[src/rtl/spi_pkt_pkg.sv]
// Shared types and constants for the command byte packer: FSM states, header
// field positions and response framing.
package spi_pkt_pkg;

    typedef enum logic [2:0] {
        StHdrCollect,
        StHdrWait,
        StHdrWr,
        StDatCollect,
        StDatWr,
        StDoneWait,
        StResp
    } state_e;

    localparam int unsigned HDR_LEN_MSB = 30;
    localparam int unsigned HDR_LEN_LSB = 24;
    localparam int unsigned RESP_BYTES  = 9;
    localparam int unsigned LEN_W       = HDR_LEN_MSB - HDR_LEN_LSB + 1;

    function automatic logic [LEN_W-1:0] hdr_len(input logic [31:0] hdr);
        return hdr[HDR_LEN_MSB:HDR_LEN_LSB];
    endfunction

endpackage

[src/rtl/byte_shift_in.sv]
// 8-to-32 MSB-first word assembler. word_done_o fires combinationally with the
// accepted 4th byte; word_next_o is the completed word at that moment.
module byte_shift_in (
    input  logic        clk_i,
    input  logic        rst_ni,
    input  logic [7:0]  byte_i,
    input  logic        valid_i,
    output logic [31:0] word_o,
    output logic [31:0] word_next_o,
    output logic        word_done_o
);

    logic [31:0] shift_q, shift_d;
    logic [1:0]  cnt_q, cnt_d;

    always_comb begin
        word_next_o = {shift_q[23:0], byte_i};
        word_done_o = valid_i && (cnt_q == 2'd3);
        word_o      = shift_q;
        shift_d     = shift_q;
        cnt_d       = cnt_q;
        if (valid_i) begin
            shift_d = word_next_o;
            cnt_d   = cnt_q + 2'd1;
        end
    end

    always_ff @(posedge clk_i or negedge rst_ni) begin
        if (!rst_ni) begin
            shift_q <= '0;
            cnt_q   <= '0;
        end else begin
            shift_q <= shift_d;
            cnt_q   <= cnt_d;
        end
    end

endmodule

[src/rtl/cmd_byte_packer.sv]
// Packs host command bytes into a header word plus len data words for the dword
// interface, then returns a 9-byte status/readout response.
module cmd_byte_packer
    import spi_pkt_pkg::*;
#(
    parameter int unsigned GUARD_CYCLES = 2
) (
    input  logic        clk_in,
    input  logic        reset_n,
    input  logic [7:0]  rx_data,
    input  logic        rx_valid,
    output logic        rx_ready,
    output logic        wr,
    output logic [31:0] data_from_PC,
    input  logic        busy,
    input  logic        error,
    input  logic [63:0] readout,
    output logic [7:0]  tx_data,
    output logic        tx_valid,
    input  logic        tx_ready
);

    localparam int unsigned GuardW   = $clog2(GUARD_CYCLES + 1);
    localparam logic [3:0]  RespLast = 4'(RESP_BYTES - 1);

    state_e             state_q, state_d;
    logic [LEN_W-1:0]   len_q, len_d;
    logic [31:0]        data_q, data_d;
    logic [GuardW-1:0]  guard_q, guard_d;
    logic [71:0]        resp_q, resp_d;
    logic [3:0]         resp_cnt_q, resp_cnt_d;

    logic        rx_accept, word_done, guard_done, resp_last, hdr_fire, resp_capture;
    logic [31:0] word_q, word_next;

    assign rx_accept    = rx_valid && rx_ready;
    assign guard_done   = (guard_q == GuardW'(GUARD_CYCLES));
    assign resp_last    = (resp_cnt_q == RespLast);
    assign hdr_fire     = (state_q == StHdrWait) && !busy;
    assign resp_capture = (state_q == StDoneWait) && guard_done && !busy;

    byte_shift_in u_shift (
        .clk_i       (clk_in),
        .rst_ni      (reset_n),
        .byte_i      (rx_data),
        .valid_i     (rx_accept),
        .word_o      (word_q),
        .word_next_o (word_next),
        .word_done_o (word_done)
    );

    always_ff @(posedge clk_in or negedge reset_n) begin
        if (!reset_n) state_q <= StHdrCollect;
        else          state_q <= state_d;
    end

    always_comb begin
        state_d = state_q;
        unique case (state_q)
            StHdrCollect: if (word_done) state_d = StHdrWait;
            StHdrWait:    if (!busy) state_d = StHdrWr;
            StHdrWr:      state_d = (len_q != '0) ? StDatCollect : StDoneWait;
            StDatCollect: if (word_done) state_d = StDatWr;
            StDatWr:      state_d = (len_q > LEN_W'(1)) ? StDatCollect : StDoneWait;
            StDoneWait:   if (guard_done && !busy) state_d = StResp;
            StResp:       if (tx_ready && resp_last) state_d = StHdrCollect;
            default:      state_d = StHdrCollect;
        endcase
    end

    // rx_ready is gated by reset so it is low while reset is held.
    always_comb begin
        rx_ready = reset_n && ((state_q == StHdrCollect) || (state_q == StDatCollect));
        wr       = (state_q == StHdrWr) || (state_q == StDatWr);
        tx_valid = (state_q == StResp);
    end

    always_comb begin
        len_d      = len_q;
        data_d     = data_q;
        guard_d    = guard_q;
        resp_d     = resp_q;
        resp_cnt_d = resp_cnt_q;

        if (state_q == StHdrCollect && word_done) len_d = hdr_len(word_next);
        else if (state_q == StDatWr)              len_d = len_q - LEN_W'(1);

        // The assembler holds the header in HDR_WAIT; data words are taken as they complete.
        if (hdr_fire)                                 data_d = word_q;
        else if (state_q == StDatCollect && word_done) data_d = word_next;

        if (state_q != StDoneWait) guard_d = '0;
        else if (!guard_done)      guard_d = guard_q + 1'b1;

        if (resp_capture) begin
            resp_d     = {7'b0, error, readout};
            resp_cnt_d = '0;
        end else if (state_q == StResp && tx_ready) begin
            resp_d     = {resp_q[63:0], 8'h00};
            resp_cnt_d = resp_last ? 4'd0 : resp_cnt_q + 4'd1;
        end
    end

    always_ff @(posedge clk_in or negedge reset_n) begin
        if (!reset_n) begin
            len_q      <= '0;
            data_q     <= '0;
            guard_q    <= '0;
            resp_q     <= '0;
            resp_cnt_q <= '0;
        end else begin
            len_q      <= len_d;
            data_q     <= data_d;
            guard_q    <= guard_d;
            resp_q     <= resp_d;
            resp_cnt_q <= resp_cnt_d;
        end
    end

    assign data_from_PC = data_q;
    assign tx_data      = resp_q[71:64];

endmodule

[config.mk]
export PLATFORM = sky130hd
export DESIGN_NAME = cmd_byte_packer
export DESIGN_NICKNAME = d
export VERILOG_FILES = /design/src/rtl/spi_pkt_pkg.sv /design/src/rtl/byte_shift_in.sv /design/src/rtl/cmd_byte_packer.sv
export SDC_FILE = /design/constraint.sdc
export NUM_CORES = 1
export LEC_CHECK = 0
export CORE_AREA = 2 2 134 136
export DETAILED_ROUTE_END_ITERATION = 8
export DIE_AREA = 0 0 136 138
export PLACE_DENSITY = 0.69
export SKIP_CTS_REPAIR_TIMING = 1
export SYNTH_ARGS = -nofsm -noshare
export SYNTH_HDL_FRONTEND = slang
export SYNTH_SLANG_ARGS = --single-unit
[constraint.sdc]
create_clock -name clk_in -period 1.8 [get_ports clk_in]
set_input_delay 0.18 -clock clk_in [delete_from_list [all_inputs] [get_ports clk_in]]
set_output_delay 0.18 -clock clk_in [all_outputs]
set_load 0.01 [all_outputs]
Word-level counts from Yosys, hierarchy flattened
Cells that the tools add are included.
- add/sub/neg operators: 4
- order comparisons: 1
- eq/ne operators: 16
- mux-type cells: 19
- reductions and logical operators: 20
- operator list (kind ; number):
    $mux W72 ; 2
    $mux W32 ; 2
    $mux W3 ; 7
    $pmux W3 S7 ; 1
    $mux W7 ; 2
    $mux W4 ; 3
    $logic_and A1 B1 Y1 ; 11
    $eq A3 B3 Y1 const B ; 3
    $gt A7 B1 Y1 const B ; 1
    $reduce_bool A7 Y1 ; 1
    $sub A7 B1 Y7 const B ; 1
    $eq A3 B2 Y1 const B ; 2
    $ne A2 B1 Y1 const B ; 3
    $ne A2 B2 Y1 const B ; 3
    $reduce_bool A2 Y1 ; 3
    $reduce_and A5 Y1 ; 1
    $add A2 B1 Y2 const B ; 2
    $add A4 B1 Y4 const B ; 1
    $eq A2 B2 Y1 const B ; 2
    $eq A4 B4 Y1 const B ; 1
    $mux W2 ; 2
    $eq A3 B1 Y1 const B ; 1
    $logic_not A3 Y1 ; 1
    $ne A3 B3 Y1 const B ; 1
    2 further kinds ; 3
- bits in registers: 154
- input port bits: 78
- output and inout port bits: 43
- logic and storage cells: 68

Longest topological paths before layout
Gate-level depths: netlist of the first run.
- depth in word-level cells: 8
- gate-level depth with buffers: 7
- mapped depth without buffers: 6

Modules after synthesis
From an unflattened synthesis of the first run, not the netlist that was laid out.
- cells, all modules: 661
- area, all modules: 7338.3 um^2
- by module, submodules not included (module ; times used ; cells an instance ; area each (um^2) ; sequential area each (um^2)):
    cmd_byte_packer ; 1 ; 555 ; 5671.7 ; 3002.9
    byte_shift_in ; 1 ; 106 ; 1666.6 ; 850.8

Worst setup path before layout of the first run
No wires, ideal clock.
- kind: register -> register
- start: register state_q[2]
- end: register u_shift.shift_q[22] (netlist: u_shift.word_o[22])
- setup time: 128 ps
- data arrival time: 1482 ps
- required time: 1672 ps
- path slack: 191 ps
- cell stages (with the launch flop): 7
- buffers on the path: 2
- clock period less this slack: 1609 ps
- cell sequence: dfrtp_1 -> buf_2 -> clkinv_1 -> and3_1 -> nand2_2 -> buf_4 -> mux2_1
- cells in the longest elaborated chain, start to end: 4
- elaborated cells between the ends (all ways): 5
- ends and longest elaborated chain (element ; RTL line ; RTL):
    start, declared ; cmd_byte_packer.sv:26 ; state_e state_q, state_d;
    start signal, assigned ; cmd_byte_packer.sv:53 ; if (!reset_n) state_q <= StHdrCollect;
    start signal, assigned ; cmd_byte_packer.sv:54 ; else state_q <= state_d;
    $eq A3 B2 Y1 / $logic_not A3 Y1 (equally long branches) ; cmd_byte_packer.sv:73 ; rx_ready = reset_n && ((state_q == StHdrCollect) || (state_q == StDatCollect));
    $logic_or A1 B1 Y1 * ; cmd_byte_packer.sv:73 ;
    $logic_and A1 B1 Y1 * ; cmd_byte_packer.sv:73 ;
    named net rx_ready ; cmd_byte_packer.sv:12 ; output logic rx_ready,
    $logic_and A1 B1 Y1 * ; cmd_byte_packer.sv:36 ; assign rx_accept = rx_valid && rx_ready;
    end signal, assigned ; byte_shift_in.sv:33 ; shift_q <= shift_d;
    end, declared ; byte_shift_in.sv:13 ; logic [31:0] shift_q, shift_d;
The timed path passes the listed nets; every way through them passes the cells marked *.
A chain may end at the register's enable or synchronous reset.

Worst setup path after layout of the first run
- start: register state_q[1]
- end: register data_q[30] (netlist: data_from_PC[30])
- cells in the longest elaborated chain, start to end: 7
- elaborated cells between the ends (all ways): 11
- ends and longest elaborated chain (element ; RTL line ; RTL):
    $eq A3 B2 Y1 / $logic_not A3 Y1 (equally long branches) ; cmd_byte_packer.sv:73, cmd_byte_packer.sv:90 ;
    $logic_or A1 B1 Y1 ; cmd_byte_packer.sv:73 ;
    $logic_and A1 B1 Y1 ; cmd_byte_packer.sv:73 ;
    $logic_and A1 B1 Y1 ; cmd_byte_packer.sv:36 ;
    $logic_and A1 B1 Y1 ; byte_shift_in.sv:18 ; word_done_o = valid_i && (cnt_q == 2'd3);
    $logic_and A1 B1 Y1 ; cmd_byte_packer.sv:90 ; else if (state_q == StDatCollect && word_done) data_d = word_next;
    $reduce_bool A2 Y1 (no line) ; n/a ;
    end signal, assigned ; cmd_byte_packer.sv:113 ; data_q <= data_d;
    end, declared ; cmd_byte_packer.sv:28 ; logic [31:0] data_q, data_d;
Parallel ways exist; a longest one is shown, timed or not.

==> metrics.md, run 1 <==
| Metric | Value |
|---|---|
| R2R cell count | `7` |
| Total CTS buffers | `17` |
| Vias in the first global route | `5139` |
| CTS root buffer | `clkbuf_16` |
| Grt ovf | `0` |
| Seq pwr share | `0.429` |
| Relative slew slack | `0.4783` |
| Tmin final | `1.769 ns` |
| Count of cell types in the netlist | `53` |
| CP cell instances | `buf_4 -> nor4b_4 -> buf_4 -> buf_12 -> buf_12 -> mux2i_2 -> a21oi_2` |
| Gate power share | `0.330` |
| CP max FO | `10` |
| Peak VDD IR | `903.0 uV` |
| Post-Syn Nets | `753` |
| Final #Nets | `880` |
| Initial detailed-routing violation count | `327` |
| Sequential cell area fraction in the yosys report | `0.5504` |
| Power per Cell Area | `1571 nW/um2` |
| DP Cell Count | `1000` |
| Net Sw Frac | `0.3290` |
| Leakage | `3.963 nW` |
| Commonest non-fill, non-tap cells in the layout | `dfrtp_1, nor2_1, clkdlybuf4s50_1` |
| First-pass GRT wire length | `26.22 mm` |
| Largest net degree at the start of global routing | `148` |
| Cells after Synth | `668` |
| Startpoint Class | `flop` |
| GPL Wtd Cong | `0.8140` |
| Most common flop cell mapped by yosys | `dfrtp_1` |
| Worst-path clk slew | `0.06 ns` |
| Die Y-Extent | `138 um` |
| Int Power | `9.798 mW` |
| Die Span X | `136 um` |
| Clock latency at the later pin of the worst-skew pair | `0.41 ns` |
| H-tree depth | `4` |
| Drt wl/cell | `15.98 um` |
| RR Startpoint | `state_q[1]` |
| DR vias | `5287` |
| Final hold viol count | `0` |
| Clock Path Buffers | `2` |
| Final setup fails | `0` |
| Clk sink count | `154` |
| Least-Margin Pin Slew | `0.7825 ns` |
| Skew final | `0.01213 ns` |
| Yosys warnings | `0` |
| Arrival time worst endpoint | `2.06 ns` |
| Placed cell areas | `8641 um2` |
| Slew Viols, Final | `0` |
| TritonCTS clock tree | `built` |
| Peak Freq | `0.5654 GHz` |
| Port bufs | `120` |
| Starting utilization of the core area | `0.3993` |
| TritonRoute pass-1 iters | `5` |
| Post-Layout Cell Count | `1036` |
| Async SR Flop Fraction | `1.000` |
| DRT Wirelength | `16.56 mm` |
| Boundary Pins | `121` |
| FF+latch count, synth | `154` |
| Routed Antenna Nets | `0` |
| DP HPWL | `11.07 mm` |
| GRT Total Usage | `0.1764` |
| Non-Filler Cell Area, Final | `9296 um2` |
| Vias per inst | `5.103` |
| Clk network pwr share | `0.242` |
| Sw Pwr | `4.804 mW` |
| Layout cells sized above 1 | `0.1450` |
| Rows | `49` |
| R2R Setup Slk | `0.03 ns` |
| Maxcap violations | `0` |
| Pwr Total | `14.60 mW` |
| Antenna diodes | `0` |
| Outcome | `complete, no violations` |
| Crit-path max cell delay | `0.41 ns` |
| Avg Cell Area, Syn | `10.48 um2` |
| RSZ-0062 raised after global routing | `true` |
| Post-synthesis cell area | `7002 um2` |
| Post-synth EDFFs | `0` |
| Final Cycle Share | `0.9827` |
| Critical-path top delay cell | `dfrtp_1` |
| Worst hold path class | `in -> async` |
| Drt drc | `0` |
| Commonest non-fill, non-tap cell in the layout | `dfrtp_1` |
| Util after Layout | `0.5302` |
| WS Path Type | `reg -> reg` |
| Worst path required time | `2.09 ns` |
| Synth-to-Final Area Change | `32.77%` |
| Worst r2r dst | `data_from_PC[30]` |
| Setup crit end kind | `flop` |
| Die ar. | `18770 um2` |
| Initial antenna violation count | `0` |
| Core region area | `17530 um2` |
| Hold Worst Slack | `0.1784 ns` |
[stage by stage]
step,worst slack (ns),TNS (ns)
finish,0.03121,0
global route,-0.03661,-0.4495
CTS,-0.3271,-0.7924
detailed placement,-0.02906,-0.2299
global placement,-0.002622,-0.005485
floorplan,0.1906,0
[cells by family after synthesis]
| logic type | after synthesis | synth area share |
|---|---|---|
| AND/OR/NAND/NOR | 246 | 0.1546 |
| flip-flops | 154 | 0.5504 |
| AO/OA/AOI/OAI | 130 | 0.1258 |
| multiplexers | 66 | 0.1002 |
| buffers and inverters | 60 | 0.05021 |
| adder cells (fa/ha/maj) | 7 | 0.01251 |
| XOR/XNOR | 5 | 0.006256 |
[worst max-delay path: cells and delay by family (launching register included)]
kind	cells	cell delay, ns
compound gates	1	0.08
simple gates	1	0.27
flops	1	0.41
buf+inv	4	0.66
mux	1	0.23
[area by class of cell]
type,instances,area [um2]
Clock buffer,20,446.7
Clock inverter,11,136.4
Fill cell,1572,8238
Inverter,8,30.03
Multi-Input combinational cell,454,2843
Sequential cell,154,3856
Tap cell,229,286.5
Timing Repair Buffer,160,1698
[cells in the mapped netlist (all sizes together), types with 2 or more instances]
library cell  count  area [um2]
dfrtp           154        3854
nor2            130       488.0
nand2            71       269.0
a21oi            43       320.3
o22ai            38       237.7
buf              37       257.8
mux2             33       371.6
mux2i            33       330.3
nand3            21       105.1
clkbuf           15       63.81
o21ai            15       75.07
a31oi            14       87.58
a22oi             7       52.55
ha                7       87.58
inv               7       26.28
nand3b            3       22.52
nand4b            3       32.53
o211ai            3       22.52
xnor2             3       26.28
and3              2       12.51
nand2b            2       12.51
nor3              2       10.01
nor4              2       27.53
nor4b             2       38.78
o31ai             2       15.01
xor2              2       17.52
[power by group through the flow]
stage / clock, mW / combinational [mW] / sequential, mW
after floorplan: 0 / 2.87 / 6.12
after global placement: 0 / 4.65 / 6.25
after detailed placement: 0 / 4.78 / 6.30
after CTS: 3.60 / 4.82 / 6.26
after global routing: 3.73 / 5.31 / 6.47
final: 3.53 / 4.81 / 6.26
[layer usage]
| layer | GRT usage | wire [um] |
|---|---|---|
| met1 | 0.2473 | 7495 |
| met2 | 0.2737 | 7999 |
| met3 | 0.03740 | 785 |
| met4 | 0.05757 | 275 |
| met5 | 0 | 0 |
[worst max-delay path by stage]
stage	to	start	cells after the start
6_report	data_from_PC[30]	state_q[1]	7
4_1_cts	wr	state_q[1]	4
3_5_place_dp	data_from_PC[29]	busy	6
2_1_floorplan	u_shift.word_o[22]	state_q[2]	6
3_3_place_gp	data_from_PC[23]	busy	6
5_1_grt	data_from_PC[10]	state_q[1]	7
[flip-flops by register name (all words and copies together), names as in the netlist]
| name | flops |
|---|---|
| data_from_PC | 32 |
| guard_q | 2 |
| len_q | 7 |
| resp_cnt_q | 4 |
| resp_q | 72 |
| state_q | 3 |
| u_shift.cnt_q | 2 |
| u_shift.word_o | 32 |
No activity file was read; power rests on OpenSTA's default activity.
==> run 2, diff against run 1 <==
Settings changed: ABC_CLOCK_PERIOD_IN_PS from default to 1800.
==> results of run 2 <==
Same layout as run 1: the final DEF is identical, and so are final timing and power.
==> run 3, diff against run 2 <==
Settings changed: ABC_AREA from default to 1, CORE_AREA 2 2 134 136 to 2 2 145 147, DIE_AREA 0 0 136 138 to 0 0 147 149, PLACE_DENSITY 0.69 to 0.61, TNS_END_PERCENT from default to 1.
==> run 3 against run 2 <==
Net effect: non-clock buffer count down 13; core utilization down 8.5 points; global-route usage down 1.2 points; clock skew about the same; first-iteration DRC count up 11%; synthesized area down 0.18%; power down 2.7%; synthesized cell count up 23%; clock power about the same.
==> metrics.md, run 3 <==
| Metric | Value |
|---|---|
| Worst path required time | `2.16 ns` |
| CTS root buffer | `clkbuf_16` |
| Crit-path max cell delay | `0.43 ns` |
| Most common flop cell mapped by yosys | `dfrtp_1` |
| CP cell instances | `buf_4 -> buf_4 -> nand3_1 -> inv_2 -> nand2_4 -> inv_4 -> nor2_4 -> a22o_1` |
| Placed cell areas | `8514 um2` |
| Total CTS buffers | `17` |
| Grt ovf | `0` |
| Relative slew slack | `0.3650` |
| Final #Nets | `1021` |
| Avg Cell Area, Syn | `8.492 um2` |
| Worst-path clk slew | `0.07 ns` |
| Synth top area share | `0.5514` |
| H-tree depth | `4` |
| FF+latch count, synth | `154` |
| Commonest non-fill, non-tap cells in the layout | `nand2_1, dfrtp_1, clkdlybuf4s50_1` |
| Worst hold path class | `in -> reg` |
| Core region area | `20560 um2` |
| RSZ-0062 raised after global routing | `true` |
| TritonCTS clock tree | `built` |
| Vias in the first global route | `5545` |
| Pwr Total | `14.21 mW` |
| Clock Path Buffers | `2` |
| Drt wl/cell | `14.16 um` |
| Fraction of the mapped netlist area in adder cells | `0.01253` |
| Min-Delay Endpoint | `resp_q[61]` |
| Layout cells sized above 1 | `0.08851` |
| Peak Freq | `0.5811 GHz` |
| Most frequent cell after synthesis | `nand2_1` |
| Util after Layout | `0.4454` |
| TritonRoute pass-1 iters | `5` |
| Commonest non-fill, non-tap cell in the layout | `nand2_1` |
| Sequential cell area fraction in the yosys report | `0.5514` |
| Multiplexer share of the synthesized area | `0` |
| Slew Viols, Final | `0` |
| Rows | `53` |
| Setup crit end kind | `flop` |
| Hold path cells | `3` |
| Cells after Synth | `823` |
| CP most frequent cell | `buf_4` |
| R2R cell count | `8` |
| Antenna diodes | `0` |
| Tmin final | `1.721 ns` |
| R2R Setup Slk | `0.08 ns` |
| Simple-gate share of the synthesized area | `0.2234` |
| Met3 Use GR | `0.03761` |
| Die Y-Extent | `149 um` |
| Arrival time worst endpoint | `2.08 ns` |
| Die ar. | `21900 um2` |
| Maxcap violations | `0` |
| DRT Wirelength | `17.33 mm` |
| First-pass GRT wire length | `28.73 mm` |
| Post-synth EDFFs | `0` |
| Biggest register | `resp_q` |
| Largest register FFs | `72` |
| Largest net degree at the start of global routing | `76` |
| Commonest cells post-synth | `nand2_1, dfrtp_1, nor2_1` |
| Post-synthesis compound-gate area fraction | `0.1309` |
| Critical-path top delay cell | `dfrtp_2` |
| Non-Filler Cell Area, Final | `9156 um2` |
| Startpoint Class | `flop` |
| Clk sink count | `154` |
| Port bufs | `120` |
| GRT Total Usage | `0.1646` |
| Least-Margin Pin Slew | `0.9524 ns` |
| Beginning of the worst hold path | `readout[61]` |
| Die Span X | `147 um` |
| Largest family of logic cells by synthesized area | `simple AND/OR/NAND/NOR gates` |
| Synth-to-Final Area Change | `31.01%` |
| Final hold viol count | `0` |
| DP HPWL | `11.48 mm` |
| Final setup fails | `0` |
| Xor-xnor portion of the synthesized cell area | `0.008593` |
| Power per Cell Area | `1552 nW/um2` |
| Leakage | `4.413 nW` |
| Count of cell types in the netlist | `34` |
| DR vias | `5740` |
| Boundary Pins | `121` |
| Yosys warnings | `0` |
| GPL Wtd Cong | `0.7650` |
| Skew final | `0.01224 ns` |
| Area contributors post-synth | `dfrtp_1, nand2_1, o21ai_0` |
| WS Path Type | `reg -> reg` |
| Worst r2r dst | `resp_q[66]` |
| Initial antenna violation count | `0` |
| Grt met2 use | `0.2540` |
| Vias per inst | `4.690` |
| Clock latency at the later pin of the worst-skew pair | `0.43 ns` |
| RR Startpoint | `state_q[1]` |
| Starting utilization of the core area | `0.3400` |
| Yosys top cell by area | `dfrtp_1` |
| Met1 Resource Use GR | `0.2293` |
| Initial detailed-routing violation count | `363` |
| Async SR Flop Fraction | `1.000` |
| Outcome | `complete, no violations` |
| Hold Worst Slack | `0.3087 ns` |
| CP max FO | `19` |
| Final Cycle Share | `0.9560` |
| Register Area | `3857 um2` |
| Post-Syn Nets | `908` |
| Post-synthesis cell area | `6989 um2` |
| Routed Antenna Nets | `0` |
| Setup Total Neg Slack | `0 ns` |
| # fillers | `2070` |
| Peak VDD IR | `763.3 uV` |
| Footprint of the multi-input gates | `2653 um2` |
| Top Usage Layer GRT | `met2` |
| Drt drc | `0` |
## run 3: cell types whose count changed after synthesis, moves of 29 or more
| cell | change |
|---|---|
| mux2_1 | -29 |
| o21ai_0 | +68 |
| nor2_1 | -29 |
| nand2_1 | +140 |
| nand3_1 | +30 |
| mux2i_1 | -33 |
| inv_1 | +48 |
## run 3: where the power goes
part           switching, mW  internal (mW)  total, mW
combinational           2.46           2.25       4.71
clock                   1.53           1.97       3.50
sequential             0.970           5.03       6.00
## run 3: worst max-delay path by stage
stage	start	end	slack (ns)	cells after the start
final	state_q[1]	resp_q[66]	0.08	8
after global routing	state_q[1]	resp_cnt_q[2]	-0.06	10
after CTS	state_q[1]	wr	-0.36	5
after detailed placement	state_q[1]	resp_q[65]	0.03	8
after global placement	state_q[1]	resp_q[66]	0.03	7
after floorplan	guard_q[0]	resp_q[32]	0.20	9
## run 3: cell families (layout without fill, tap and decap cells)
| kind of cell | count (synthesis) | count (layout) |
|---|---|---|
| buffers and inverters | 112 | 238 |
| adder cells (fa/ha/maj) | 7 | 7 |
| AO/OA/AOI/OAI | 163 | 163 |
| XOR/XNOR | 6 | 6 |
| AND/OR/NAND/NOR | 381 | 381 |
| flip-flops | 154 | 154 |
## run 3: critical path: cells and delay by family, from the launching register on
family / cells / cell delay, ns
AO/OA/AOI/OAI: 1 / 0.20
buffers and inverters: 4 / 0.39
flip-flops: 1 / 0.43
AND/OR/NAND/NOR: 3 / 0.62
## run 3: layer usage
metal,up-vias,part of all wire
met5,-,0
met4,0,0.017
met3,15,0.044
met2,113,0.45
met1,2697,0.49
li1,2915,-
## run 3: stage by stage
step,std cells,setup WS (ns)
after detailed placement,1188,0.03033
after global placement,1188,0.03023
final,1224,0.07919
after global routing,1224,-0.05651
after CTS,1220,-0.3578
after floorplan,823,0.2034
## run 3: cell type report
| type | instances | share of cell area |
|---|---|---|
| tap | 275 | 0.03758 |
| timing repair buffer | 147 | 0.1641 |
| clock buffer | 19 | 0.04837 |
| clock inverter | 13 | 0.01448 |
| multi-input combinational | 557 | 0.2897 |
| inverter | 59 | 0.02446 |
| sequential | 154 | 0.4213 |
